### src/rtl/fpu_pkg.sv
// Shared FPU types: compare/min-max opcodes, the canonical NaN and
// operand classification for IEEE-754 single precision.
package fpu_pkg;

  typedef enum logic [2:0] {
    FEQ  = 3'd0,
    FLT  = 3'd1,
    FLE  = 3'd2,
    FMIN = 3'd3,
    FMAX = 3'd4
  } fcmp_op_t;

  localparam logic [31:0] CANON_NAN = 32'h7FC0_0000;

  typedef struct packed {
    logic nan;
    logic snan;
    logic zero;
  } fp_class_t;

  // Takes the magnitude only; the sign does not change the class.
  function automatic fp_class_t fp_classify(input logic [30:0] mag);
    fp_class_t c;
    c.nan  = (mag[30:23] == 8'hFF) && (mag[22:0] != 23'd0);
    c.snan = c.nan && !mag[22];
    c.zero = (mag == 31'd0);
    return c;
  endfunction

endpackage

### src/rtl/fcmp_pipe_if.sv
// Issue-side and writeback-side handshake bundle of the FP compare stage.
// master = issuer/writeback, slave = the compare stage.
interface fcmp_pipe_if #(
  parameter int TAG_W = 5
);

  logic             in_valid;
  logic             in_ready;
  logic [2:0]       in_op;
  logic [31:0]      in_x;
  logic [31:0]      in_y;
  logic [TAG_W-1:0] in_rd;

  logic             out_valid;
  logic             out_ready;
  logic [31:0]      out_data;
  logic [TAG_W-1:0] out_rd;
  logic             out_to_int;
  logic             out_nv;

  modport master (
    output in_valid, in_op, in_x, in_y, in_rd, out_ready,
    input  in_ready, out_valid, out_data, out_rd, out_to_int, out_nv
  );

  modport slave (
    input  in_valid, in_op, in_x, in_y, in_rd, out_ready,
    output in_ready, out_valid, out_data, out_rd, out_to_int, out_nv
  );

endinterface

### src/rtl/fcmp_core.sv
// Ordered less-than / equal of two single-precision operands.
// Both results are forced low when either operand is a NaN.
module fcmp_core (
  input  logic [31:0] x,
  input  logic [31:0] y,
  input  logic        x_nan,
  input  logic        y_nan,
  input  logic        x_zero,
  input  logic        y_zero,
  output logic        lt,
  output logic        eq
);

  logic both_zero;

  assign both_zero = x_zero && y_zero;

  // Sign-magnitude ordering: negative magnitudes compare in reverse.
  always_comb begin
    lt = 1'b0;
    eq = 1'b0;
    if (!(x_nan || y_nan)) begin
      eq = (x == y) || both_zero;
      if (x[31] != y[31]) begin
        lt = x[31] && !both_zero;
      end else if (!x[31]) begin
        lt = x[30:0] < y[30:0];
      end else begin
        lt = x[30:0] > y[30:0];
      end
    end
  end

endmodule

### src/rtl/fcmp_pipe.sv
// Two-stage FEQ/FLT/FLE/FMIN/FMAX execute stage with valid/ready on both
// sides, flush of all in-flight ops, and tagged results for writeback.
module fcmp_pipe
  import fpu_pkg::*;
#(
  parameter int TAG_W = 5
) (
  input  logic        clk,
  input  logic        rstn,
  input  logic        flush,
  fcmp_pipe_if.slave  bus
);

  logic             s1_v_q,    s1_v_d;
  fcmp_op_t         s1_op_q,   s1_op_d;
  logic [31:0]      s1_x_q,    s1_x_d;
  logic [31:0]      s1_y_q,    s1_y_d;
  logic [TAG_W-1:0] s1_rd_q,   s1_rd_d;
  fp_class_t        s1_cx_q,   s1_cx_d;
  fp_class_t        s1_cy_q,   s1_cy_d;
  logic             s1_lt_q,   s1_lt_d;
  logic             s1_eq_q,   s1_eq_d;

  logic             s2_v_q,      s2_v_d;
  logic [31:0]      s2_data_q,   s2_data_d;
  logic [TAG_W-1:0] s2_rd_q,     s2_rd_d;
  logic             s2_to_int_q, s2_to_int_d;
  logic             s2_nv_q,     s2_nv_d;

  logic      s1_adv, s2_adv, accept;
  fp_class_t in_cx, in_cy;
  logic      in_lt, in_eq;

  logic [31:0] res_data;
  logic        res_to_int, res_nv;
  logic        any_nan, any_snan;

  assign s2_adv = !s2_v_q || bus.out_ready;
  assign s1_adv = !s1_v_q || s2_adv;
  assign bus.in_ready = s1_adv && !flush;
  assign accept = bus.in_valid && bus.in_ready;

  assign in_cx = fp_classify(bus.in_x[30:0]);
  assign in_cy = fp_classify(bus.in_y[30:0]);

  fcmp_core u_core (
    .x      (bus.in_x),
    .y      (bus.in_y),
    .x_nan  (in_cx.nan),
    .y_nan  (in_cy.nan),
    .x_zero (in_cx.zero),
    .y_zero (in_cy.zero),
    .lt     (in_lt),
    .eq     (in_eq)
  );

  assign any_nan  = s1_cx_q.nan  || s1_cy_q.nan;
  assign any_snan = s1_cx_q.snan || s1_cy_q.snan;

  // Result selection from the classified S1 operands.
  always_comb begin
    res_data   = 32'd0;
    res_to_int = 1'b1;
    res_nv     = 1'b0;
    case (s1_op_q)
      FEQ: begin
        res_data = {31'd0, s1_eq_q};
        res_nv   = any_snan;
      end
      FLT: begin
        res_data = {31'd0, s1_lt_q && !any_nan};
        res_nv   = any_nan;
      end
      FLE: begin
        res_data = {31'd0, (s1_lt_q || s1_eq_q) && !any_nan};
        res_nv   = any_nan;
      end
      FMIN, FMAX: begin
        res_to_int = 1'b0;
        res_nv     = any_snan;
        if (s1_cx_q.nan && s1_cy_q.nan) begin
          res_data = CANON_NAN;
        end else if (s1_cx_q.nan) begin
          res_data = s1_y_q;
        end else if (s1_cy_q.nan) begin
          res_data = s1_x_q;
        end else if (s1_cx_q.zero && s1_cy_q.zero) begin
          // -0 orders below +0 here even though they compare equal.
          if (s1_op_q == FMIN) begin
            res_data = s1_x_q[31] ? s1_x_q : s1_y_q;
          end else begin
            res_data = s1_x_q[31] ? s1_y_q : s1_x_q;
          end
        end else if (s1_op_q == FMIN) begin
          res_data = s1_lt_q ? s1_x_q : s1_y_q;
        end else begin
          res_data = s1_lt_q ? s1_y_q : s1_x_q;
        end
      end
      default: begin
        res_data   = 32'd0;
        res_to_int = 1'b1;
        res_nv     = 1'b0;
      end
    endcase
  end

  // Stage advance and flush; stalled stages keep every field unchanged.
  always_comb begin
    s1_v_d      = s1_v_q;
    s1_op_d     = s1_op_q;
    s1_x_d      = s1_x_q;
    s1_y_d      = s1_y_q;
    s1_rd_d     = s1_rd_q;
    s1_cx_d     = s1_cx_q;
    s1_cy_d     = s1_cy_q;
    s1_lt_d     = s1_lt_q;
    s1_eq_d     = s1_eq_q;
    s2_v_d      = s2_v_q;
    s2_data_d   = s2_data_q;
    s2_rd_d     = s2_rd_q;
    s2_to_int_d = s2_to_int_q;
    s2_nv_d     = s2_nv_q;

    if (s1_adv) begin
      s1_v_d = accept;
      if (accept) begin
        s1_op_d = fcmp_op_t'(bus.in_op);
        s1_x_d  = bus.in_x;
        s1_y_d  = bus.in_y;
        s1_rd_d = bus.in_rd;
        s1_cx_d = in_cx;
        s1_cy_d = in_cy;
        s1_lt_d = in_lt;
        s1_eq_d = in_eq;
      end
    end

    if (s2_adv) begin
      s2_v_d = s1_v_q;
      if (s1_v_q) begin
        s2_data_d   = res_data;
        s2_rd_d     = s1_rd_q;
        s2_to_int_d = res_to_int;
        s2_nv_d     = res_nv;
      end
    end

    if (flush) begin
      s1_v_d = 1'b0;
      s2_v_d = 1'b0;
    end
  end

  always_ff @(posedge clk or negedge rstn) begin
    if (!rstn) begin
      s1_v_q      <= 1'b0;
      s1_op_q     <= FEQ;
      s1_x_q      <= 32'd0;
      s1_y_q      <= 32'd0;
      s1_rd_q     <= '0;
      s1_cx_q     <= '0;
      s1_cy_q     <= '0;
      s1_lt_q     <= 1'b0;
      s1_eq_q     <= 1'b0;
      s2_v_q      <= 1'b0;
      s2_data_q   <= 32'd0;
      s2_rd_q     <= '0;
      s2_to_int_q <= 1'b0;
      s2_nv_q     <= 1'b0;
    end else begin
      s1_v_q      <= s1_v_d;
      s1_op_q     <= s1_op_d;
      s1_x_q      <= s1_x_d;
      s1_y_q      <= s1_y_d;
      s1_rd_q     <= s1_rd_d;
      s1_cx_q     <= s1_cx_d;
      s1_cy_q     <= s1_cy_d;
      s1_lt_q     <= s1_lt_d;
      s1_eq_q     <= s1_eq_d;
      s2_v_q      <= s2_v_d;
      s2_data_q   <= s2_data_d;
      s2_rd_q     <= s2_rd_d;
      s2_to_int_q <= s2_to_int_d;
      s2_nv_q     <= s2_nv_d;
    end
  end

  assign bus.out_valid  = s2_v_q;
  assign bus.out_data   = s2_data_q;
  assign bus.out_rd     = s2_rd_q;
  assign bus.out_to_int = s2_to_int_q;
  assign bus.out_nv     = s2_nv_q;

endmodule

### src/flat_wrapper.sv
// flat-port wrapper written by rule: the top's interface ports become plain ports
module fcmp_pipe_flat import fpu_pkg::*;
#(
  parameter int TAG_W = 5
)
  (clk, rstn, flush, bus_in_valid, bus_in_op, bus_in_x, bus_in_y, bus_in_rd, bus_out_ready, bus_in_ready, bus_out_valid, bus_out_data, bus_out_rd, bus_out_to_int, bus_out_nv);
  fcmp_pipe_if #(.TAG_W(TAG_W)) bus_i ();
  input  logic clk;
  input  logic rstn;
  input  logic flush;
  input wire logic [$bits(bus_i.in_valid)-1:0] bus_in_valid;
  input wire logic [$bits(bus_i.in_op)-1:0] bus_in_op;
  input wire logic [$bits(bus_i.in_x)-1:0] bus_in_x;
  input wire logic [$bits(bus_i.in_y)-1:0] bus_in_y;
  input wire logic [$bits(bus_i.in_rd)-1:0] bus_in_rd;
  input wire logic [$bits(bus_i.out_ready)-1:0] bus_out_ready;
  output wire logic [$bits(bus_i.in_ready)-1:0] bus_in_ready;
  output wire logic [$bits(bus_i.out_valid)-1:0] bus_out_valid;
  output wire logic [$bits(bus_i.out_data)-1:0] bus_out_data;
  output wire logic [$bits(bus_i.out_rd)-1:0] bus_out_rd;
  output wire logic [$bits(bus_i.out_to_int)-1:0] bus_out_to_int;
  output wire logic [$bits(bus_i.out_nv)-1:0] bus_out_nv;
  assign bus_i.in_valid = bus_in_valid;
  assign bus_i.in_op = bus_in_op;
  assign bus_i.in_x = bus_in_x;
  assign bus_i.in_y = bus_in_y;
  assign bus_i.in_rd = bus_in_rd;
  assign bus_i.out_ready = bus_out_ready;
  assign bus_in_ready = bus_i.in_ready;
  assign bus_out_valid = bus_i.out_valid;
  assign bus_out_data = bus_i.out_data;
  assign bus_out_rd = bus_i.out_rd;
  assign bus_out_to_int = bus_i.out_to_int;
  assign bus_out_nv = bus_i.out_nv;
  fcmp_pipe #(.TAG_W(TAG_W)) u_core (.clk(clk), .rstn(rstn), .flush(flush), .bus(bus_i));
endmodule
### config.mk
export PLATFORM = sky130hd
export DESIGN_NAME = fcmp_pipe_flat
export DESIGN_NICKNAME = d
export VERILOG_FILES = /design/src/rtl/fpu_pkg.sv /design/src/rtl/fcmp_pipe_if.sv /design/src/rtl/fcmp_core.sv /design/src/rtl/fcmp_pipe.sv /design/src/flat_wrapper.sv
export SDC_FILE = /design/constraint.sdc
export NUM_CORES = 1
export LEC_CHECK = 0
export CAP_MARGIN = 15
export CORE_ASPECT_RATIO = 1.1
export CORE_MARGIN = 10
export CORE_UTILIZATION = 45
export DETAILED_ROUTE_END_ITERATION = 7
export GPL_ROUTABILITY_DRIVEN = 0
export PLACE_DENSITY = 0.69
export SLEW_MARGIN = 10
export SYNTH_ARGS = -nofsm -noshare
export SYNTH_HDL_FRONTEND = slang
export SYNTH_SLANG_ARGS = --single-unit
export TNS_END_PERCENT = 5
### constraint.sdc
create_clock -name clk -period 4.3 [get_ports clk]
set_clock_uncertainty 0.2 [all_clocks]
set_input_delay 1.075 -clock clk [delete_from_list [all_inputs] [get_ports clk]]
set_output_delay 1.075 -clock clk [all_outputs]
set_load 0.01 [all_outputs]
# ---- Word-level counts from Yosys, hierarchy flattened
# Index checks and enable logic that the tools add are counted.
dict set report totals {
  ff_bits 121
  inputBits 77
  out_inout_bits 41
  elab_cells 87
}
dict set report op_classes {
  order_cmp 2
  eq_ne 8
  n_mux 21
  reduce_logical 38
}
# cell count
set ops {}
lappend ops {{32-bit 2-to-1 mux} 10}
lappend ops {{32-bit one-hot mux with 4 select lines} 1}
lappend ops {{31-bit zero test} 2}
lappend ops {{23-bit nonzero test} 2}
lappend ops {{32-bit equality test} 1}
lappend ops {{31-bit greater-than comparator} 1}
lappend ops {{31-bit < comparator} 1}
lappend ops {{8-bit equality test (second input constant)} 2}
lappend ops {{1-bit logical AND} 12}
lappend ops {{1-bit 2-to-1 mux} 9}
lappend ops {{1-bit zero test} 7}
lappend ops {{1-bit logical OR} 7}
lappend ops {{3-bit by 2-bit equality test with 1-bit output (second input constant)} 2}
lappend ops {{2-bit AND reduction} 2}
lappend ops {{2-bit nonzero test} 2}
lappend ops {{2-bit OR reduction} 2}
lappend ops {{3-bit by 1-bit equality test with 1-bit output (second input constant)} 1}
lappend ops {{3-bit equality test (second input constant)} 1}
lappend ops {{3-bit zero test} 1}
lappend ops {{3-bit OR reduction} 1}
lappend ops {{1-bit one-hot mux with 2 select lines} 1}
lappend ops {{1-bit != test} 1}

# ---- Depth between registers and ports, before layout
dict set report depth {
  word_depth 7
  ltp_mapped 9
}

# ---- Modules after synthesis
# From an unflattened synthesis, not the netlist that was laid out.
dict set report hier_totals {
  cells_unflattened 550
  area_unflattened_um2 6271.0
}
# mod n_inst cells_each area_each_um2
set by_module_without_submodules {}
lappend by_module_without_submodules {fcmp_pipe 1 428 5397.7}
lappend by_module_without_submodules {fcmp_core 1 122 873.3}

# ---- Worst setup path before layout
# Ideal clock, no wire load.
dict set report synth_timing {
  kind {input port to flip-flop}
  from {input port bus_in_y[4]}
  to {register u_core.s1_lt_q}
  setup_time_ns 0.126
  t_arrival_ns 2.515
  slack_ns 1.459
  path_stages 9
  path_cell_list {inv_1 ha_1 a211oi_1 nor2_1 o31ai_1 o211a_1 o211ai_1 mux2i_1 a221o_1}
}
dict set report synth_via {
  elab_chain_len 6
  word_cells_on_any_way 12
}
# item line
set synth_rtl {}
lappend synth_rtl {{start, declared} flat_wrapper.sv:14} ;# input wire logic [$bits(bus_i.in_y)-1:0] bus_in_y;
lappend synth_rtl {{parallel branches: the longest is 5 deep, another holds 31-bit < comparator} -}
lappend synth_rtl {{1-bit 2-to-1 mux (*)} fcmp_core.sv:22} ;# if (!(x_nan || y_nan)) begin
lappend synth_rtl {{end signal, assigned} fcmp_pipe.sv:179} ;# s1_lt_q <= s1_lt_d;
lappend synth_rtl {{end, declared} fcmp_pipe.sv:21} ;# logic s1_lt_q, s1_lt_d;
# Every way passes the cells marked *.
# A chain may end at the register's enable or synchronous reset.

# ---- Worst setup path in the final report
dict set report layout_timing {
  from {input port bus_out_ready}
  to {output port bus_in_ready}
}
dict set report layout_via {
  elab_chain_len 3
}
# item line
set layout_rtl {}
lappend layout_rtl {{start, declared} flat_wrapper.sv:16} ;# input wire logic [$bits(bus_i.out_ready)-1:0] bus_out_ready;
lappend layout_rtl {{1-bit logical OR} fcmp_pipe.sv:38} ;# assign s2_adv = !s2_v_q || bus.out_ready;
lappend layout_rtl {{1-bit logical OR} fcmp_pipe.sv:39} ;# assign s1_adv = !s1_v_q || s2_adv;
lappend layout_rtl {{1-bit logical AND} fcmp_pipe.sv:40} ;# assign bus.in_ready = s1_adv && !flush;
lappend layout_rtl {{end, declared} flat_wrapper.sv:17} ;# output wire logic [$bits(bus_i.in_ready)-1:0] bus_in_ready;
# Every way passes these cells.

==> flow_summary.toml <==
[sta]
min_period_over_period_pct = 87.81
maxSlewViolCount = 0
slew_headroom_pct = 37.33
worstMarginPinSlew_ps = 940.1
grt_setup_unrepaired = "no"
fin_tns_setup_ps = 0
final.min_clock_period_ps = 3776
max_freq_ghz = 0.2649
setup_viol = 0
finalHoldViolations = 0

[clocking]
cts_hold_buf = 0
cts_tree = "built"
post_cts_buffers = 0
cts.path.max_buffers = 2
cts_made_buffers = 17
cts_sinks = 121
clock_latency_ps = 410
clockRootBuffer = "clkbuf_16"
clk_pin_slew_ps = 50
htree_levels = 4
cts_resized = 0

[drt]
dr_total_vias = 4695
wl_met2_microns = 8033
viasPerCell = 5.498
ant_nets = 0
firstDrtPassIters = 5
drt_first_iter_violations = 238
routed_wl_microns = 15860
m1WireLength_microns = 6607
drc = 0
wl_met3_microns = 821
wl_per_cell_microns = 18.57
topRoutingLayerUsed = "met4"

[synthesis]
ys.flop_type = "dfrtp_1"
synth_top_area_cell = "dfrtp_1"
netlist_instances = 564
ys_ff_latch = 121
yosys-top-cells-area = "dfrtp_1, mux2_2, ha_1"
synthArstFlopShare_pct = 100.0
ys_warn_count = 0
yosysUniqueCellTypes = 46
synth_mux_area_share_pct = 13.44
synth_compound_area_share_pct = 11.93
yosysMostFrequentCell = "dfrtp_1"
synth_edf_count = 0
syn_area_per_cell_sq_um = 10.48
synth.cell_area_sq_mm = 0.005913
yosys.area_share.xor_xnor_pct = 0.8675
yosys.area_share.simple_pct = 12.02
syn_nets = 672
synth_top_family_by_area = "multiplexers"
synth_top_area_share_pct = 51.21
synth_adder_area_share_pct = 6.559
ys_top_cells_by_count = "dfrtp_1, nand2_1, o21ai_0"
synth.yosys.seq_area_share_pct = 51.21

[pwr]
max-vdd-ir-drop_mv = 0.1986
p_leak_nw = 3.679
power.density_mw_per_mm2 = 457.1
finalPower_mw = 3.596

[floorplan]
fp.dieW_microns = 129.3
die_area_sq_mm = 0.01813
die_y_microns = 140.2
ioPinCount = 118
start_util_pct = 46.37
fp.coreArea_sq_mm = 0.01275
floorplan.rows = 43

[worst_setup_path]
cp-start-kind = "input port"
critPathMaxFanout = 5
critical_path.startpoint = "bus_out_ready"
worstPathArrival_ps = 2500
worstRegToRegCells = 6
critical_path_required_ps = 3020
endpoint_kind = "primary output"
timing.rr.start = "u_core.s1_op_q[2]"
crit_type = "input port to primary output"

[worst_hold_path]
min_path_type = "register to register"
min_from = "u_core.bus.out_nv"
hold_path_depth = 2

[grt]
grt_pass1_vias = 4952
antenna_found_initial = 1
grt_max_degree = 76
grt_use_total_pct = 17.90
grt_overflow = 0
grt_pass1_wl_microns = 25550

[final_layout]
area_delta_synth_final_pct = 33.03
fillers = 1061
drive_gt1_share_pct = 12.36
num-nets-final = 793

[placed_design]
io_buffer_count = 117
place_hpwl_microns = 11790

[flow_run]
max-cap-violations = 0

[run_status]
status = "complete, no violations"
-- registers in the layout (all words and copies together), names as in the netlist, 3 cells and up --
signal	count
u_core.bus.out_data	32
u_core.s1_cy_q	3
u_core.bus.out_rd	5
u_core.s1_y_q	32
u_core.s1_op_q	3
u_core.s1_x_q	32
u_core.s1_rd_q	5
u_core.s1_cx_q	3
-- per-stage QoR --
stage	hold slack (ps)	cell area (sq um)	std cells	worst slack [ps]	utilization, %
finish	263.3	7866	854	524.3	61.69
floorplan	233.1	5913	564	1459	-
detailed placement	255.0	7254	823	521.7	56.89
global placement	240.8	7254	823	455.7	56.89
CTS	267.2	7864	853	515.5	61.67
global route	285.7	7866	854	460.8	61.69
-- cell type report --
cell class,count,area [sq um],area share [%]
multi-input combinational,387,2665,33.88
timing repair buffer,125,1241,15.78
tap,157,196.4,2.497
sequential,121,3028,38.49
inverter,33,123.9,1.575
clock buffer,22,464.2,5.901
antenna,1,2.502,0.03181
clock inverter,8,145.1,1.845
-- kinds of logic (layout without fill, tap and decap cells) --
group | Yosys count | count (layout)
AO/OA/AOI/OAI | 122 | 122
AND/OR/NAND/NOR | 155 | 155
other | 0 | 1
multiplexers | 74 | 74
XOR/XNOR | 5 | 5
flip-flops | 121 | 121
buffers and inverters | 56 | 188
adder cells (fa/ha/maj) | 31 | 31
-- worst paths after layout --
check                                          end  slack (ps)
setup / recovery                      bus_in_ready         520
hold / removal                   u_core.bus.out_nv         260
setup reg to reg            u_core.bus.out_data[1]        1560
hold reg to reg                  u_core.bus.out_nv         260
max in group asynchronous  u_core.bus.out_data[28]        2380
min in group asynchronous  u_core.bus.out_data[17]         610
-- report_power, final --
part           internal [mW]  total, mW  switching, mW
combinational          0.379      0.720          0.341
clock                  0.991       1.48          0.490
sequential              1.30       1.39         0.0918
-- worst max-delay path, stage by stage --
cell             delay (ps)
clkdlybuf4s50_1         450
nor2b_1                  80
a21oi_1                 290
clkdlybuf4s50_1         610
-- cell usage in the layout (no fill, tap or decap), types with 3 or more instances in the layout --
master,count
dfrtp_1,121
clkdlybuf4s50_1,116
nand2_1,91
o21ai_0,63
mux2_2,43
inv_1,33
mux2i_1,31
ha_1,31
a21oi_1,28
clkbuf_16,17
nor4_1,15
nand4_1,12
nor2_1,11
a21o_1,11
buf_4,8
nand3_1,7
o31ai_1,4
nor3_1,4
bufinv_16,4
nor2b_1,3
xor2_1,3
clkbuf_1,3
-- routing by layer --
layer	vias up	GRT usage [%]
met1	2290	20.33
met5	-	0
li1	2241	-
met2	134	30.88
met4	0	7.070
met3	30	4.983
No activity file was read; power rests on OpenSTA's default activity.
